==> config.mk <==
export PLATFORM = sky130hd
export DESIGN_NAME = round_robin_arbiter_flat
export DESIGN_NICKNAME = d
export VERILOG_FILES = /design/src/rtl/round_robin_arbiter_if.sv /design/src/rtl/round_robin_arbiter.sv /design/src/flat_wrapper.sv
export SDC_FILE = /design/constraint.sdc
export NUM_CORES = 1
export LEC_CHECK = 0
export ABC_CLOCK_PERIOD_IN_PS = 3600
export BUFFER_PORTS_ARGS = -buffer_cell sky130_fd_sc_hd__buf_2
export CAP_MARGIN = 40
export CORE_MARGIN = 5
export CORE_UTILIZATION = 55
export DETAILED_ROUTE_END_ITERATION = 6
export GPL_TIMING_DRIVEN = 1
export PLACE_DENSITY_LB_ADDON = 0.12
export SLEW_MARGIN = 20
export SYNTH_ARGS = -nofsm -noshare
export SYNTH_HDL_FRONTEND = slang
export SYNTH_SLANG_ARGS = --single-unit
==> constraint.sdc <==
create_clock -name clk -period 3.6 [get_ports clk]
set_input_delay 0.36 -clock clk [delete_from_list [all_inputs] [get_ports clk]]
set_output_delay 0.36 -clock clk [all_outputs]
set_load 0.05 [all_outputs]
==> src/rtl/round_robin_arbiter_if.sv <==
// Request/grant bundle between requesters and the round-robin arbiter.
// master = requester side, slave = arbiter side.
interface round_robin_arbiter_if #(
    parameter int N     = 4,
    parameter int IDX_W = $clog2(N)
);
    logic [N-1:0]     req;
    logic             done;
    logic [N-1:0]     grant;
    logic [IDX_W-1:0] grant_idx;
    logic             grant_valid;
    logic             timeout;

    modport master (
        output req,
        output done,
        input  grant,
        input  grant_idx,
        input  grant_valid,
        input  timeout
    );

    modport slave (
        input  req,
        input  done,
        output grant,
        output grant_idx,
        output grant_valid,
        output timeout
    );
endinterface

==> src/rtl/round_robin_arbiter.sv <==
// Rotating-priority arbiter: registers one grant at a time and holds it until
// the owner finishes, drops its request, or runs into the hold limit.
module round_robin_arbiter #(
    parameter int N        = 4,
    parameter int IDX_W    = $clog2(N),
    parameter int MAX_HOLD = 16
) (
    input  logic                  clk,
    input  logic                  rst_n,
    round_robin_arbiter_if.slave  bus
);

    localparam int HOLD_W = (MAX_HOLD < 1) ? 1 : $clog2(MAX_HOLD + 1);
    localparam logic [HOLD_W-1:0] HOLD_LIM = HOLD_W'(MAX_HOLD);
    localparam logic [HOLD_W-1:0] HOLD_ONE = HOLD_W'(1);

    localparam logic [0:0] IDLE  = 1'b0;
    localparam logic [0:0] GRANT = 1'b1;

    logic [0:0]        state;
    logic [IDX_W-1:0]  ptr;
    logic [HOLD_W-1:0] hold_cnt;

    logic [IDX_W-1:0]  win_idx;
    logic [N-1:0]      win_oh;
    logic              win_found;
    logic [IDX_W-1:0]  scan_idx;

    logic              owner_req;
    logic              limit_hit;
    logic              release_now;
    logic              timeout_now;
    logic [IDX_W-1:0]  ptr_next;

    // Scan ptr, ptr+1, ... wrapping modulo N; the first set request wins.
    always_comb begin
        win_idx   = '0;
        win_oh    = '0;
        win_found = 1'b0;
        scan_idx  = '0;
        for (int unsigned i = 0; i < N; i++) begin
            scan_idx = IDX_W'((32'(ptr) + i) % 32'(N));
            if (!win_found && bus.req[scan_idx]) begin
                win_found        = 1'b1;
                win_idx          = scan_idx;
                win_oh           = '0;
                win_oh[scan_idx] = 1'b1;
            end
        end
    end

    // The limit only flags a timeout when neither done nor a request drop
    // already accounts for the release.
    always_comb begin
        owner_req   = bus.req[bus.grant_idx];
        limit_hit   = (MAX_HOLD != 0) && (hold_cnt == HOLD_LIM);
        release_now = bus.done || !owner_req || limit_hit;
        timeout_now = limit_hit && !bus.done && owner_req;
        ptr_next    = IDX_W'((32'(bus.grant_idx) + 32'd1) % 32'(N));
    end

    always_ff @(posedge clk or negedge rst_n) begin
        if (!rst_n) begin
            state           <= IDLE;
            ptr             <= '0;
            hold_cnt        <= '0;
            bus.grant       <= '0;
            bus.grant_idx   <= '0;
            bus.grant_valid <= 1'b0;
            bus.timeout     <= 1'b0;
        end else begin
            bus.timeout <= 1'b0;
            case (state)
                IDLE: begin
                    if (win_found) begin
                        state           <= GRANT;
                        bus.grant       <= win_oh;
                        bus.grant_idx   <= win_idx;
                        bus.grant_valid <= 1'b1;
                        hold_cnt        <= HOLD_ONE;
                    end
                end
                GRANT: begin
                    if (release_now) begin
                        state           <= IDLE;
                        bus.grant       <= '0;
                        bus.grant_idx   <= '0;
                        bus.grant_valid <= 1'b0;
                        hold_cnt        <= '0;
                        ptr             <= ptr_next;
                        bus.timeout     <= timeout_now;
                    end else if ((MAX_HOLD != 0) && (hold_cnt != HOLD_LIM)) begin
                        hold_cnt <= hold_cnt + HOLD_ONE;
                    end
                end
                default: state <= IDLE;
            endcase
        end
    end

endmodule

==> src/flat_wrapper.sv <==
// flat-port wrapper written by rule: the top's interface ports become plain ports
module round_robin_arbiter_flat 
#(
    parameter int N        = 4,
    parameter int IDX_W    = $clog2(N),
    parameter int MAX_HOLD = 16
)
  (clk, rst_n, bus_req, bus_done, bus_grant, bus_grant_idx, bus_grant_valid, bus_timeout);
  round_robin_arbiter_if #(.N(N), .IDX_W(IDX_W)) bus_i ();
  input  logic clk;
  input  logic rst_n;
  input wire logic [$bits(bus_i.req)-1:0] bus_req;
  input wire logic [$bits(bus_i.done)-1:0] bus_done;
  output wire logic [$bits(bus_i.grant)-1:0] bus_grant;
  output wire logic [$bits(bus_i.grant_idx)-1:0] bus_grant_idx;
  output wire logic [$bits(bus_i.grant_valid)-1:0] bus_grant_valid;
  output wire logic [$bits(bus_i.timeout)-1:0] bus_timeout;
  assign bus_i.req = bus_req;
  assign bus_i.done = bus_done;
  assign bus_grant = bus_i.grant;
  assign bus_grant_idx = bus_i.grant_idx;
  assign bus_grant_valid = bus_i.grant_valid;
  assign bus_timeout = bus_i.timeout;
  round_robin_arbiter #(.N(N), .IDX_W(IDX_W), .MAX_HOLD(MAX_HOLD)) u_core (.clk(clk), .rst_n(rst_n), .bus(bus_i));
endmodule
==> flow_summary_export.csv <==
group,metric,value,unit
sta,min_period,3.009,ns
cts,cts_num_sinks,16,
run,drv_cap,0,
routing,vias,902,
synth,yosysSeqAreaShare,35.24,%
routing,wl_met3,111,um
synth,netlist_top_cells_area,"dfrtp_1, mux4_2, ha_1",
status,outcome,"finished, final reports clean",
critical_path,crit_family,"flip-flops",
global_route,grt_usage,17.02,%
global_route,grt_pass1_vias,924,
synth,syn_avg_cell_area,10.33,um^2
power,total_power,1.264,mW
final_layout,drive_gt1_share,21.60,%
place,dpl_cell_area,1206,um^2
final_layout,layout_common_cells,"dfrtp_1, a21oi_1, buf_2",
place,dp_hpwl,1814,um
die,start_util,57.91,%
routing,vias_per_cell,5.934,
synth,synthDistinctLibCells,32,
final_layout,final_common_cell,"dfrtp_1",
power,p_comb_share,63.7,%
synth,syn-cell-area,1136,um^2
global_route,overflow,0,
sta,hold_violations,0,
power,p_sw,0.6512,mW
critical_path,cp_num_cells,7,
place,port-buffer-count,14,
sta,fmax,332.3,MHz
die,coreArea,1962,um^2
sta,tns,0,ns
cts,clkTransAtPathRegs,0.10,ns
synth,synth_top_area_share,35.24,%
synth,syn_nets,124,
synth,synth-seq-cells,16,
cts,post_cts_resized,0,
cts,cts_hold_buf,1,
global_route,grt_max_degree,17,
critical_path,cp_max_fo,13,
sta,worst_slew_pin_slew,0.5278,ns
routing,met2_length,1098,um
synth,yosys.area.top_type,"dfrtp_1",
hold_path,hold_class,"in2reg",
global_route,grt_first_pass_wirelength,4291,um
power,vdd_ir_drop_max,0.6348,mV
cts,cts_buffer_depth,2,
critical_path,end_kind,"register",
cts,cts_made_buffers,3,
die,ioPinCount,15,
cts,tritoncts,"done",
power,clkPwrFrac,9.8,%
final_layout,synthToLayoutAreaGrowth,10.24,%
synth,synth_cells,110,
synth,ys.warnings.count,0,
critical_path,cp_data_required_time,3.78,ns
critical_path,reg2reg_depth,7,
hold_path,whs_path_depth,2,
routing,ant_nets,0,
sta,min_period_over_period,83.58,%
critical_path,crit_arrival,3.19,ns
final_layout,num-nets-final,140,
critical_path,cp_num_buf_inv,1,
routing,wirelength,2345,um
cts,htreeDepth,1,
die,die_h,55.45,um
routing,drt_first_pass_iters,4,
routing,wl_met1,1102,um
routing,top_layer,"met4",
sta,rsz0062_at_grt,"no",
sta,drv_slew,0,
sta,skew,0.007688,ns
critical_path,crit_type,"reg2reg",
power,power_density,1009,nW/um^2
final_layout,final_area,1252,um^2
power,p_int,0.6124,mW
global_route,grt_antenna_before_repair,0,
place,place_congestion,0.8858,
die,die-area,3075,um^2
sta,setup_viol,0,
cts,clk-insertion-delay-late,0.30,ns
power,p_sw_share,51.54,%
sta,max_slew_margin,64.81,%
critical_path,crit_path_cell_trace,"inv_1 > ha_1 > mux4_2 > nor4_4 > or2_1 > o2111ai_1 > o41ai_1",
critical_path,start_kind,"register",
die,dieWidth,55.45,um
power,p_seq_share,26.5,%
critical_path,slowest_delay,0.69,ns
final_layout,antenna_cells,0,
power,leakagePower,0.5638,nW
routing,drt_iter0_markers,21,
cts,ctsRootBufferMaster,"clkbuf_4",
die,placementRows,16,
routing,drt-wirelength-per-cell,15.43,um
cts,cts_setup_buffers,0,
routing,drc_errors,0,
critical_path,crit_slowest_cell,"dfrtp_1",
[synth_stat cells, drive strengths merged]
library cell	instances
mux2	1
dfrtp	16
o41ai	2
nor2b	1
xnor2	1
mux4	5
nor4b	2
ha	7
inv	7
xor2	3
nor3	2
nand2	9
o21ai	6
a21oi	14
nand3b	1
nor4	2
clkbuf	1
nand4bb	1
and2	1
o2111ai	1
nand3	4
mux2i	6
nor2	6
a221oi	2
buf	3
or2	2
a22o	4
[per-stage QoR]
step	setup WS, ns	utilization [%]	hold slack [ns]	std cells
2_1_floorplan	1.167	-	0.06441	110
3_3_place_gp	0.8270	61.48	0.2856	147
3_5_place_dp	0.6174	61.48	0.2898	147
4_1_cts	0.5947	63.84	0.2096	152
5_1_grt	0.2568	63.84	0.2259	152
6_report	0.5911	63.84	0.2110	152
[flip-flops by register name (all words and copies together), names as in the netlist]
signal / count
u_core.bus.grant: 4
u_core.bus.grant_idx: 2
u_core.bus.grant_valid: 1
u_core.bus.timeout: 1
u_core.hold_cnt: 5
u_core.ptr: 2
u_core.state: 1
[cell type report]
cell class                      instances  area (um^2)
Inverter                                7        26.28
Sequential cell                        16        400.4
Multi-Input combinational cell         83        675.6
Fill cell                             178        709.4
Clock buffer                            4        36.28
Timing Repair Buffer                   15        80.08
Tap cell                               27        33.78
[routing by layer]
layer,GRT usage (%),vias up
li1,-,438
met1,23.50,434
met2,26.52,25
met3,3.263,5
met4,5.903,0
met5,0,-
[cells by family after synthesis]
logic type | share of synthesized area (%)
compound gates | 15.75
flops | 35.24
xor+xnor | 3.084
fa+ha+maj | 7.709
buf+inv | 5.287
simple gates | 16.74
mux | 16.19
[power by group through the flow]
stage | sequential, mW | clock, mW | combinational, mW
after global placement | 0.331 | 0 | 0.784
final | 0.335 | 0.123 | 0.805
after floorplan | 0.436 | 0 | 0.574
after detailed placement | 0.338 | 0 | 0.804
after CTS | 0.334 | 0.125 | 0.808
after global routing | 0.347 | 0.133 | 0.880
[worst paths after layout]
check	startpoint	endpoint	slack, ns
setup / recovery	u_core.ptr[0]	u_core.hold_cnt[2]	0.59
hold / removal	bus_done	u_core.bus.timeout	0.21
setup reg to reg	u_core.ptr[0]	u_core.hold_cnt[2]	0.59
hold reg to reg	u_core.bus.grant_valid	u_core.bus.grant_valid	0.49
max in group asynchronous	rst_n	u_core.hold_cnt[0]	2.85
min in group asynchronous	rst_n	u_core.hold_cnt[2]	0.49
Power figures use the tool's default switching activity.
